==> src/rtl/rf_writeback_ctrl.sv <==
// rf_writeback_ctrl: register-file write-port arbiter with LSU result FIFO and busy scoreboard
//
// Ports:
//   clk_i, rst_i                  clock; asynchronous active-low reset
//   issue_valid_i, issue_rd_i     long-latency op issued to rd (sets busy)
//   busy_o                        per-register pending-write scoreboard
//   alu_valid_i/ready_o/rd_i/wd_i ALU result stream (single-cycle path)
//   lsu_valid_i/ready_o/rd_i/wd_i load result stream (always buffered)
//   flush_i                       drop buffered loads and clear the scoreboard
//   WA3_o, WD3_o, WE3_o           registered RF write port
module rf_writeback_ctrl #(
    parameter int XLEN       = 32,
    parameter int FIFO_DEPTH = 2
) (
    input  logic            clk_i,
    input  logic            rst_i,
    input  logic            issue_valid_i,
    input  logic [4:0]      issue_rd_i,
    output logic [31:0]     busy_o,
    input  logic            alu_valid_i,
    output logic            alu_ready_o,
    input  logic [4:0]      alu_rd_i,
    input  logic [XLEN-1:0] alu_wd_i,
    input  logic            lsu_valid_i,
    output logic            lsu_ready_o,
    input  logic [4:0]      lsu_rd_i,
    input  logic [XLEN-1:0] lsu_wd_i,
    input  logic            flush_i,
    output logic [4:0]      WA3_o,
    output logic [XLEN-1:0] WD3_o,
    output logic            WE3_o
);
    localparam int AW = $clog2(FIFO_DEPTH);

    logic [4:0]      r_fifo_rd [FIFO_DEPTH];
    logic [XLEN-1:0] r_fifo_wd [FIFO_DEPTH];
    logic [AW-1:0]   r_rd_ptr, r_wr_ptr;
    logic [AW:0]     r_count;
    logic [31:0]     r_busy;

    logic            w_full, w_empty, w_push, w_pop, w_take_alu, w_write;
    logic [4:0]      w_sel_rd;
    logic [XLEN-1:0] w_sel_wd;
    logic [31:0]     w_clr, w_set;

    assign w_full      = r_count == (AW+1)'(FIFO_DEPTH);
    assign w_empty     = r_count == '0;
    assign alu_ready_o = !w_full && !flush_i;
    assign lsu_ready_o = !w_full && !flush_i;
    assign w_push      = lsu_valid_i && lsu_ready_o;
    // A full FIFO takes the write port ahead of the ALU; otherwise the ALU wins.
    assign w_pop       = !flush_i && !w_empty && (w_full || !alu_valid_i);
    assign w_take_alu  = !flush_i && !w_full && alu_valid_i;
    assign w_sel_rd    = w_pop ? r_fifo_rd[r_rd_ptr] : alu_rd_i;
    assign w_sel_wd    = w_pop ? r_fifo_wd[r_rd_ptr] : alu_wd_i;
    // x0 entries are consumed without producing a write.
    assign w_write     = (w_pop || w_take_alu) && w_sel_rd != 5'd0;
    assign w_clr       = (w_pop && w_write) ? (32'd1 << w_sel_rd) : 32'd0;
    assign w_set       = (issue_valid_i && !flush_i) ? (32'd1 << issue_rd_i) : 32'd0;
    assign busy_o      = r_busy;

    always_ff @(posedge clk_i) begin
        if (w_push) begin
            r_fifo_rd[r_wr_ptr] <= lsu_rd_i;
            r_fifo_wd[r_wr_ptr] <= lsu_wd_i;
        end
    end

    always_ff @(posedge clk_i or negedge rst_i) begin
        if (!rst_i) begin
            r_rd_ptr <= '0;
            r_wr_ptr <= '0;
            r_count  <= '0;
            r_busy   <= '0;
            WE3_o    <= 1'b0;
            WA3_o    <= '0;
            WD3_o    <= '0;
        end else begin
            r_rd_ptr <= flush_i ? '0 : r_rd_ptr + AW'(w_pop);
            r_wr_ptr <= flush_i ? '0 : r_wr_ptr + AW'(w_push);
            r_count  <= flush_i ? '0 : r_count + (AW+1)'(w_push) - (AW+1)'(w_pop);
            // Set is applied after clear so a same-cycle issue keeps the register busy.
            r_busy   <= flush_i ? '0 : ((r_busy & ~w_clr) | w_set) & ~32'd1;
            WE3_o    <= w_write;
            if (w_write) begin
                WA3_o <= w_sel_rd;
                WD3_o <= w_sel_wd;
            end
        end
    end
endmodule

==> config.mk <==
export PLATFORM = sky130hd
export DESIGN_NAME = rf_writeback_ctrl
export DESIGN_NICKNAME = d
export VERILOG_FILES = /design/src/rtl/rf_writeback_ctrl.sv
export SDC_FILE = /design/constraint.sdc
export NUM_CORES = 1
export LEC_CHECK = 0
export ABC_AREA = 1
export ABC_CLOCK_PERIOD_IN_PS = 5000
export BUFFER_PORTS_ARGS = -buffer_cell sky130_fd_sc_hd__buf_2
export CORE_AREA = 2 2 111 113
export DETAILED_ROUTE_END_ITERATION = 7
export DIE_AREA = 0 0 113 115
export MAX_ROUTING_LAYER = met4
export PLACE_DENSITY_LB_ADDON = 0.15
export SYNTH_ARGS = -nofsm -noshare
export SYNTH_HDL_FRONTEND = slang
export SYNTH_SLANG_ARGS = --single-unit
==> constraint.sdc <==
create_clock -name clk_i -period 5 [get_ports clk_i]
set_clock_uncertainty 0.05 [all_clocks]
set_input_delay 0.5 -clock clk_i [delete_from_list [all_inputs] [get_ports clk_i]]
set_output_delay 0.5 -clock clk_i [all_outputs]
set_load 0.05 [all_outputs]
==> Word-level counts from Yosys, hierarchy flattened <==
Memory sizes are Yosys's and may differ from the RTL's.
Index checks and enable logic that the tools add are counted.
{ "totals": {"reg_bits": 74, "latch_bits": 0, "ram_bits": 74, "out_inout_bits": 72, "word_cells": 45, "mem_count": 2, "in_bits": 85, "mem_bits_ro": 0} }
{ "mem_list": {"columns": ["memory", "words", "word_bits", "read_ports", "rd_clocked_by_memory_dff", "write_ports", "line_no", "source"], "rows": [
  ["r_fifo_wd", 2, 32, 1, 0, 1, "36", "logic [XLEN-1:0] r_fifo_wd [FIFO_DEPTH];"],
  ["r_fifo_rd", 2, 5, 1, 0, 1, "35", "logic [4:0] r_fifo_rd [FIFO_DEPTH];"]
]} }
{ "classes": {"n_lt_le_gt_ge": 0, "div_mod_pow": 0, "n_eq_ne": 1, "shifts": 2, "mul": 0, "bitwise": 3, "muxes": 10, "n_addsub": 4, "reduce_logical": 16} }
{ "ops": {"columns": ["cell", "n"], "rows": [
  ["$mux W32", 4],
  ["$shl A1 B5 Y32 const A", 2],
  ["$and A32 B32 Y32", 1],
  ["$not A32 Y32", 1],
  ["$or A32 B32 Y32", 1],
  ["$logic_and A1 B1 Y1", 8],
  ["$mux W5", 1],
  ["$reduce_bool A5 Y1", 1],
  ["$logic_not A1 Y1", 4],
  ["$mux W1", 4],
  ["$add A1 B1 Y1", 2],
  ["$add A2 B1 Y2", 1],
  ["$eq A2 B2 Y1 const B", 1],
  ["$logic_not A2 Y1", 1],
  ["$logic_or A1 B1 Y1", 2],
  ["$mux W2", 1],
  ["$sub A2 B1 Y2", 1]
]} }

==> Longest topological paths before layout <==
Gate-level depths: netlist of the first run.
{ "depth": {"depth_word": 13, "ltp_mapped": 14, "depth_no_buf": 12} }

==> Worst setup path after synthesis of the first run <==
Ideal clock, no wire load.
{ "synth_path": {"path_type": "input to register", "from": "in flush_i", "to": "mem r_fifo_rd[1][0] (enable)", "setup_ns": 0.398, "path_buffers": 2, "stages": 8, "required_time_ns": 4.552, "slack_ns": 2.086, "t_arrival_ns": 2.466, "cell_sequence": "buf_4 inv_2 buf_2 nand2_1 inv_1 nand2_1 inv_1 ha_1"} }
{ "synth_between": {"elab_chain_cells": 5} }
{ "synth_rtl": {"columns": ["item", "line_no", "source"], "rows": [
  ["start, declared", "28", "input logic flush_i,"],
  ["$logic_not A1 Y1", null, null],
  ["$logic_and A1 B1 Y1", null, null],
  ["net alu_ready_o", "21", "output logic alu_ready_o,"],
  ["$logic_and A1 B1 Y1", "50", "assign w_push = lsu_valid_i && lsu_ready_o;"],
  ["$mux W1", "63", "if (w_push) begin"],
  ["$mux W1 (implied by the code)", "64", "r_fifo_rd[r_wr_ptr] <= lsu_rd_i;"],
  ["end, declared", "35", null]
]} }
The timed path passes the listed nets, and every way through them passes these cells.

==> Worst setup path in the final report of the first run <==
{ "layout_path": {"from": "reg r_rd_ptr", "to": "reg WD3_o[12]"} }
{ "layout_between": {"elab_chain_cells": 4, "word_cells_on_any_way": 6, "classes_between": "2 x mux; 2 x reduce/logical; 2 x memory"} }
{ "layout_rtl": {"columns": ["item", "line_no", "source"], "rows": [
  ["start, declared", "37", "logic [AW-1:0] r_rd_ptr, r_wr_ptr;"],
  ["start signal, assigned", "79", "r_rd_ptr <= flush_i ? '0 : r_rd_ptr + AW'(w_pop);"],
  ["$mem_v2 Z2 W5", null, null],
  ["$mux W5", "54", "assign w_sel_rd = w_pop ? r_fifo_rd[r_rd_ptr] : alu_rd_i;"],
  ["$reduce_bool A5 Y1", "57", "assign w_write = (w_pop || w_take_alu) && w_sel_rd != 5'd0;"],
  ["$logic_and A1 B1 Y1", "57", null],
  ["end signal, assigned", "87", "WD3_o <= w_sel_wd;"],
  ["end, declared", "30", "output logic [XLEN-1:0] WD3_o,"]
]} }
Several ways; a longest one is shown, not always the timed one.
A chain may end at the register's enable or synchronous reset.

==> impl_metrics.json, run 1 <==
{
  "postCtsSetupBuffers": 0,
  "place_inst": 918,
  "r2r_setup_slack_ps": 1570,
  "num_io_pins": 157,
  "post_drt_via_cell_ratio": 5.34,
  "p_int_mw": 2.58,
  "drt_iter0_drc": 468,
  "tns_ps": 0,
  "port-buffer-count": 155,
  "setup_ws_ps": 1570,
  "cts_root_buf": "clkbuf_16",
  "fin_crit_ps": 3430,
  "tightestPinTransition_ps": 1070,
  "clk_latency_ps": 420,
  "areaGrowthSynthToFinish_pct": 20.8,
  "grt_max_degree": 74,
  "fmax_mhz": 291,
  "overflow": 0,
  "multi_input_area_sq_mm": 0.00198,
  "place_ws_ps": 1530,
  "ys_seq_elements": 147,
  "p_sw_share_pct": 40.5,
  "required_ps": 5290,
  "p_clk_share_pct": 28.1,
  "power.share.sequential_pct": 37.6,
  "powerDensity_mw_per_mm2": 565,
  "cts-htree-levels": 4,
  "gp_congestion": 0.931,
  "hold_viol": 0,
  "final_common_cell": "nand2_1",
  "cp_slowest_cell": "dfrtp_1",
  "antenna_found_initial": 0,
  "fin_area_sq_mm": 0.00769,
  "hold_class": "input pin to asynchronous set/reset pin",
  "clk_pin_slew_worst_paths_ps": 50,
  "fillers": 983,
  "mappedNetlistNets": 741,
  "grt_setup_unrepaired": "false",
  "finalWirelength_mm": 14.7,
  "violations": "DRC",
  "rows": 40,
  "dr.pass1.iters": 7,
  "layout-drive-gt1-share_pct": 24.5,
  "total_leakage_power_nw": 3.45,
  "final_cells": 950,
  "start_util_pct": 53.9,
  "ir_worst_vdd_mv": 0.401,
  "netlist_area_sq_mm": 0.00636,
  "cp_data_arrival_time_ps": 3720,
  "dieArea_sq_mm": 0.0130,
  "drv_slew": 0,
  "finalCritPeriodShare_pct": 68.6,
  "synth_area_leaders": "edfxtp_1 35%, dfrtp_1 29%, nand2_1 12%, o21ai_0 4.6%, nand3_1 4.5%",
  "core_area_sq_mm": 0.0118,
  "diodes": 0,
  "avgSynthCellArea_sq_um": 9.76,
  "dieHeight_microns": 115,
  "cts_hold_buf": 0,
  "grt_pass1_wl_mm": 24.0,
  "ys_types": 30,
  "final_cell_mix": "203 x nand2_1, 154 x buf_2, 74 x edfxtp_1",
  "slew-limit-headroom_pct": 28.1,
  "nNetsFinal": 879,
  "ant_nets": 0,
  "dp_hpwl_mm": 10.1,
  "path_cells": "inv_4 -> nor2_1 -> nor2_1 -> o21ai_2 -> nand2_1 -> o21ai_4 -> buf_4 -> nand2_1 -> o21ai_1",
  "regArea_sq_mm": 0.00405,
  "max_cap_violations": 0,
  "grt_usage_pct": 24.5,
  "status": "complete, but fails checks",
  "end_kind": "register",
  "path_delay_family": "compound AO/OA/AOI/OAI gates",
  "post-route-drc-count": 12,
  "yosysTopAreaCellShare_pct": 34.9,
  "dpl_cell_area_sq_mm": 0.00712,
  "ys_seq_area_share_pct": 63.7,
  "pwr-share-comb_pct": 34.3,
  "cp-start-kind": "register",
  "ys_warn_count": 0,
  "num_vias": 5073,
  "power_switching_mw": 1.76,
  "cts_made_buffers": 17,
  "clock-sinks": 147,
  "final_util_pct": 65.1,
  "clockBufferDepth": 2,
  "ctsResizeCount": 0,
  "max_stage_delay_ps": 830,
  "syn_inst": 652,
  "setup_viol": 0,
  "cts_tree": "done",
  "grt_pass1_vias": 4861,
  "crit_buf_inv": 2,
  "path_max_fanout": 45,
  "fp.dieW_microns": 113,
  "wl_per_cell_microns": 15.5,
  "synth_area_leader_cell": "edfxtp_1",
  "worstSetupPathType": "register to register"
}
## sequential cells by signal, summed over array words and instances (netlist names)
name	count
r_fifo_wd	64
WD3_o	32
busy_o	31
r_fifo_rd	10
WA3_o	5
r_count	2
WE3_o	1
r_rd_ptr	1
r_wr_ptr	1
## metrics by stage
step / hold slack, ps / power, mW
after floorplan: 154 / 2.82
after global placement: 413 / 3.11
after detailed placement: 422 / 3.15
after CTS: 201 / 4.38
after global routing: 207 / 4.58
final: 168 / 4.34
## cells in the mapped netlist
master    count
inv_2         1
nor3_1        2
o21ai_2       2
nor4_1        5
nand4_1       4
nand3_1      57
nand2_1     203
nor2_2        1
xnor2_1       1
clkbuf_1     14
buf_6         8
edfxtp_1     74
o21ai_0      58
o31ai_1       2
inv_4         1
dfrtp_1      73
buf_4         6
conb_1        1
xor2_1        1
nand3_2       1
ha_1          4
buf_2         7
clkbuf_2      1
o21ai_1      29
a21oi_1      32
nor2_1       33
buf_1         2
nand2_2       2
inv_1        26
clkinv_1      1
## cells by family after synthesis
kind of cell,synth area share (%)
flip-flops,63.7
other,0.0590
buffers and inverters,5.45
AO/OA/AOI/OAI,9.87
XOR/XNOR,0.275
adder cells (fa/ha/maj),0.787
AND/OR/NAND/NOR,19.9
## power groups by stage
stage / clock, mW / combinational [mW] / sequential [mW]
2_1_floorplan: 0 / 0.681 / 2.14
3_5_place_dp: 0 / 1.50 / 1.65
6_report: 1.22 / 1.49 / 1.63
5_1_grt: 1.29 / 1.64 / 1.66
4_1_cts: 1.24 / 1.50 / 1.63
3_3_place_gp: 0 / 1.47 / 1.64
## worst paths after layout
path,end,depth (start not counted),startpoint
worst max-delay path,WD3_o[12],9,r_rd_ptr
worst min-delay path,WD3_o[30],1,rst_i
worst max register to register,WD3_o[12],9,r_rd_ptr
worst min register to register,WD3_o[28],2,WD3_o[28]
max in group asynchronous,WD3_o[15],1,rst_i
min in group clk_i,r_fifo_wd[0][31],1,lsu_wd_i[31]
## layout make-up
type / instances / share of cell area, %
Timing Repair Buffer: 157 / 10.3
Tap cell: 147 / 2.39
Multi-Input combinational cell: 438 / 25.7
Inverter: 29 / 1.45
Clock inverter: 11 / 1.43
Clock buffer: 21 / 5.99
Sequential cell: 147 / 52.7
## routing by layer
metal	vias up	wire length, microns	GRT usage, %
met3	24	1090	6.01
met1	2383	6370	31.6
met4	0	274	8.46
li1	2478	-	-
met2	188	7010	38.5
met5	-	0	-
## worst register-to-register path, cell delays in order (launching register included)
cell	delay, ps
dfrtp_1	830
inv_4	330
nor2_1	210
nor2_1	110
o21ai_2	320
nand2_1	170
o21ai_4	620
buf_4	500
nand2_1	120
o21ai_1	100
Note: power is estimated with default switching activity, not from simulation.
==> run 2: changes to the inputs <==
Settings changed: ABC_CLOCK_PERIOD_IN_PS 5000 to 3300, CORE_AREA 2 2 111 113 to 2 2 113 115, DIE_AREA 0 0 113 115 to 0 0 115 117.
Clock period 5 ns to 3.3 ns, I/O delays scaled along.
==> run 2 against run 1 <==
Net effect: the run now ends clean; critical path depth unchanged; cell area up 1.4%; hold slack worse by 150 ps; die area up 3.5%; total power up 56%; first-iteration DRC count down 23%; combinational power up 56%; register-to-register slack worse by 840 ps; non-clock buffer count up 6; largest power group unchanged.
==> impl_metrics.json, run 2 (synthesis results as in run 1) <==
{
  "status": "complete, no violations",
  "grt_max_degree": 74,
  "fp.dieW_microns": 115,
  "dr.pass1.iters": 5,
  "p_sw_share_pct": 39.6,
  "p_clk_share_pct": 29.7,
  "areaGrowthSynthToFinish_pct": 22.5,
  "powerDensity_mw_per_mm2": 867,
  "grt_setup_unrepaired": "false",
  "max_stage_delay_ps": 470,
  "clock-sinks": 147,
  "cts-htree-levels": 4,
  "num_io_pins": 157,
  "cts_made_buffers": 17,
  "r2r_end": "WD3_o[23]",
  "start_util_pct": 51.7,
  "clockBufferDepth": 2,
  "drv_slew": 0,
  "fin_crit_ps": 2570,
  "dieArea_sq_mm": 0.0135,
  "hold_class": "input pin to asynchronous set/reset pin",
  "slew-limit-headroom_pct": 35.8,
  "ant_nets": 0,
  "regMostFlops": "r_fifo_wd",
  "path_max_fanout": 53,
  "nNetsFinal": 885,
  "power.share.sequential_pct": 35.9,
  "dieHeight_microns": 117,
  "clk_pin_slew_worst_paths_ps": 60,
  "setup_ws_ps": 726,
  "ctsResizeCount": 0,
  "cp-start-kind": "register",
  "post-route-drc-count": 0,
  "setup_viol": 0,
  "final_common_cell": "nand2_1",
  "required_ps": 3520,
  "grt_usage_pct": 24.6,
  "cp_data_arrival_time_ps": 2800,
  "dpl_cell_area_sq_mm": 0.00717,
  "path_cells": "inv_1 -> nand2_1 -> nand2_1 -> nand2_2 -> o21ai_2 -> nand2_1 -> o21ai_4 -> buf_4 -> o21ai_0",
  "cts_hold_buf": 0,
  "cp_slowest_cell": "buf_4",
  "max_cap_violations": 0,
  "end_kind": "register",
  "p_int_mw": 4.08,
  "rows": 41,
  "grt_pass1_wl_mm": 24.4,
  "post_drt_via_cell_ratio": 5.33,
  "final_cell_mix": "203 x nand2_1, 154 x buf_2, 74 x edfxtp_1",
  "postCtsSetupBuffers": 0,
  "fmax_mhz": 388,
  "gp_congestion": 0.933,
  "ir_worst_vdd_mv": 0.600,
  "reg2regPathDepth": 9,
  "dp_hpwl_mm": 10.4,
  "layout-drive-gt1-share_pct": 25.2,
  "wl_per_cell_microns": 15.9,
  "total_leakage_power_nw": 3.50,
  "holdWs_ps": 19.0,
  "core_area_sq_mm": 0.0123,
  "tns_ps": 0,
  "hold_viol": 0,
  "antenna_found_initial": 0,
  "cts_tree": "done",
  "r2r_start": "r_count[0]",
  "tightestPinTransition_ps": 963,
  "finalWirelength_mm": 15.2,
  "fillers": 1054,
  "overflow": 0,
  "multi_input_area_sq_mm": 0.00198,
  "pwr-share-comb_pct": 34.4,
  "power_switching_mw": 2.68,
  "cpMostUsedCell": "nand2_1",
  "drt_iter0_drc": 361,
  "num_vias": 5113,
  "regArea_sq_mm": 0.00405,
  "diodes": 0,
  "fin_area_sq_mm": 0.00779,
  "largest_reg_flops": 64,
  "grt_pass1_vias": 5006,
  "port-buffer-count": 155,
  "final_util_pct": 63.3,
  "r2r_setup_slack_ps": 730,
  "place_ws_ps": 715,
  "finalCritPeriodShare_pct": 78.0,
  "worstSetupPathType": "register to register",
  "clk_latency_ps": 420,
  "cts_root_buf": "clkbuf_16"
}
[run 2: per-layer routing]
layer,global-route usage (%),share of wire [%]
met5,-,0
met2,39.0,48
met3,6.33,7.1
met4,8.67,1.8
met1,31.0,43
[run 2: critical path: cells and delay by family (launching register included)]
kind                   cells  cell delay, ps
DFF                        1             400
AOI/OAI and AO/OA          3             690
and+or+nand+nor            4             740
buffers and inverters      2             530
[run 2: cell type report]
type | count | share of cell area, %
Sequential cell | 147 | 52.0
Multi-Input combinational cell | 438 | 25.4
Timing Repair Buffer | 163 | 10.8
Clock buffer | 24 | 6.46
Tap cell | 150 | 2.41
Clock inverter | 8 | 1.56
Inverter | 29 | 1.43
[run 2: worst max path at each step]
stage                                 end   startpoint  cells after the start  slack, ps
after detailed placement        WD3_o[23]  alu_valid_i                     10        720
after global routing            WD3_o[22]   r_count[0]                      9        490
after CTS                       WD3_o[23]   r_count[0]                      9        750
final                           WD3_o[23]   r_count[0]                      9        730
after floorplan           r_fifo_rd[1][0]      flush_i                      8        560
after global placement          busy_o[1]  alu_valid_i                     10        880
[run 2: power by group through the flow]
stage | sequential, mW | combinational [mW] | clock [mW]
5_1_grt | 2.46 | 2.55 | 2.11
3_5_place_dp | 2.45 | 2.34 | 0
4_1_cts | 2.43 | 2.35 | 2.03
6_report | 2.43 | 2.32 | 2.01
2_1_floorplan | 3.24 | 1.03 | 0
3_3_place_gp | 2.44 | 2.29 | 0
[run 2: stage by stage]
stage	total power, mW	cells
after global routing	7.12	959
after CTS	6.80	959
after global placement	4.73	927
final	6.76	959
after floorplan	4.27	652
after detailed placement	4.80	927
==> run 3: changes to the inputs <==
Settings changed: ABC_CLOCK_PERIOD_IN_PS 3300 to 2600.
Clock period 3.3 ns to 2.6 ns, I/O delays scaled along.
==> run 3 against run 2 <==
Net effect: core utilization grew 3.5 points; worst setup slack lost 420 ps; hold slack gained 70 ps; register-to-register slack lost 420 ps; cell area grew 5.5%; cell count grew 4.3%; maximum frequency grew 12%; clock power grew 23%; highest routed layer unchanged.
==> impl_metrics.json, run 3 (synthesis results as in run 1) <==
{
  "r2r_end": "busy_o[10]",
  "setup_viol": 0,
  "end_kind": "register",
  "grt_max_degree": 76,
  "fin_crit_ps": 2290,
  "power_switching_mw": 3.45,
  "hold_viol": 0,
  "clk_pin_slew_worst_paths_ps": 60,
  "grt_pass1_wl_mm": 24.6,
  "areaGrowthSynthToFinish_pct": 29.2,
  "clock-sinks": 147,
  "post-route-drc-count": 0,
  "final_cell_mix": "203 x nand2_1, 154 x buf_2, 74 x edfxtp_1",
  "core_area_sq_mm": 0.0123,
  "ir_worst_vdd_mv": 0.856,
  "num_vias": 5260,
  "cts_made_buffers": 17,
  "r2r_start": "r_count[0]",
  "post_drt_via_cell_ratio": 5.26,
  "required_ps": 2830,
  "total_leakage_power_nw": 3.68,
  "holdWs_ps": 88.9,
  "dieArea_sq_mm": 0.0135,
  "final_cells": 1000,
  "p_clk_share_pct": 28.7,
  "slew-limit-headroom_pct": 36.3,
  "powerDensity_mw_per_mm2": 1040,
  "max_cap_violations": 0,
  "wl_per_cell_microns": 15.4,
  "clockBufferDepth": 2,
  "drt_iter0_drc": 309,
  "largest_reg_flops": 64,
  "nNetsFinal": 925,
  "status": "complete, no violations",
  "p_int_mw": 5.14,
  "grt_usage_pct": 24.5,
  "overflow": 0,
  "tightestPinTransition_ps": 956,
  "antenna_found_initial": 1,
  "port-buffer-count": 155,
  "fmax_mhz": 437,
  "cp-start-kind": "register",
  "pwr-share-comb_pct": 35.4,
  "dieHeight_microns": 117,
  "dp_hpwl_mm": 10.2,
  "crit_path_start": "r_count[0]",
  "grt_pass1_vias": 5088,
  "finalWirelength_mm": 15.4,
  "rows": 41,
  "cts_tree": "done",
  "ant_nets": 0,
  "dr.pass1.iters": 6,
  "cts-htree-levels": 4,
  "final_common_cell": "nand2_1",
  "critPathCapture": "busy_o[10]",
  "place_inst": 929,
  "postCtsSetupBuffers": 0,
  "gp_congestion": 0.985,
  "grt_setup_unrepaired": "false",
  "reg2regPathDepth": 12,
  "hold_class": "input pin to register",
  "power.total_mw": 8.59,
  "fin_area_sq_mm": 0.00822,
  "r2r_setup_slack_ps": 310,
  "regMostFlops": "r_fifo_wd",
  "fp.dieW_microns": 115,
  "num_io_pins": 157,
  "worstSetupPathType": "register to register",
  "start_util_pct": 51.7,
  "drv_slew": 0,
  "dpl_cell_area_sq_mm": 0.00722,
  "cts_root_buf": "clkbuf_16",
  "finalCritPeriodShare_pct": 88.1,
  "p_sw_share_pct": 40.1,
  "power.share.sequential_pct": 35.9,
  "path_max_fanout": 13,
  "clk_latency_ps": 420,
  "layout-drive-gt1-share_pct": 24.5,
  "cp_data_arrival_time_ps": 2520
}
==> run 3: cell types whose count changed in the layout (fill, tap and decap cells not counted), sizes merged <==
cell | before | now
buf | 163 | 165
bufinv | 3 | 2
clkbuf | 24 | 20
clkinv | 4 | 8
diode | 0 | 1
dlygate4sd3 | 0 | 38
inv | 29 | 30
==> run 3: area by class of cell <==
type                            instances  area (sq um)
Fill cell                             966          4090
Sequential cell                       147          4050
Multi-Input combinational cell        438          1990
Timing Repair Buffer                  203          1270
Clock buffer                           20           479
Tap cell                              150           188
Clock inverter                         12           125
Inverter                               29           111
Antenna cell                            1          2.50
==> run 3: worst min path at each step <==
stage	startpoint	end	slack [ps]	depth (start not counted)
after floorplan	rst_i	WA3_o[0]	-90	0
after detailed placement	lsu_rd_i[0]	r_fifo_rd[0][0]	400	1
final	alu_wd_i[13]	WD3_o[13]	90	3
after global placement	lsu_wd_i[6]	r_fifo_wd[0][6]	400	1
after CTS	alu_wd_i[13]	WD3_o[13]	80	3
after global routing	alu_wd_i[5]	WD3_o[5]	100	3
==> run 3: routing by layer <==
layer  global-route usage, %  share of wire, %
met1                    31.4                43
met2                    39.0                48
met3                    5.15               6.9
met4                    8.84               1.9
met5                       -                 0
==> run 3: power groups by stage <==
stage | clock (mW) | combinational [mW] | sequential [mW]
after floorplan | 0 | 1.31 | 4.11
final | 2.47 | 3.04 | 3.08
after global placement | 0 | 2.95 | 3.10
after detailed placement | 0 | 3.01 | 3.12
after CTS | 2.50 | 3.06 | 3.08
after global routing | 2.60 | 3.32 | 3.12
==> run 3: what timing repair did <==
item                                    4_1_cts  5_1_grt
endpoints found under the hold margin       147        0
gates resized for setup                       0        2
endpoints found under the setup margin        0       13
hold buffers                                 38        0
==> run 3: critical path, cell delays in order (launching register included) <==
cell	delay, ps
dfrtp_1	400
inv_1	60
nand2_1	60
nand2_1	250
nand2_2	260
nand2_1	120
nand2_1	150
nor2_1	270
nand3_1	190
nor2_1	150
nand2_1	70
nand2_1	70
a21oi_1	50
==> run 3: through the flow <==
| stage | TNS [ps] | util [%] | setup WS [ps] |
|---|---|---|---|
| after global routing | 0 | 66.7 | 24.9 |
| after global placement | 0 | 58.6 | 332 |
| after CTS | 0 | 66.6 | 229 |
| after floorplan | -5490 | - | -74.2 |
| final | 0 | 66.7 | 310 |
| after detailed placement | 0 | 58.6 | 236 |
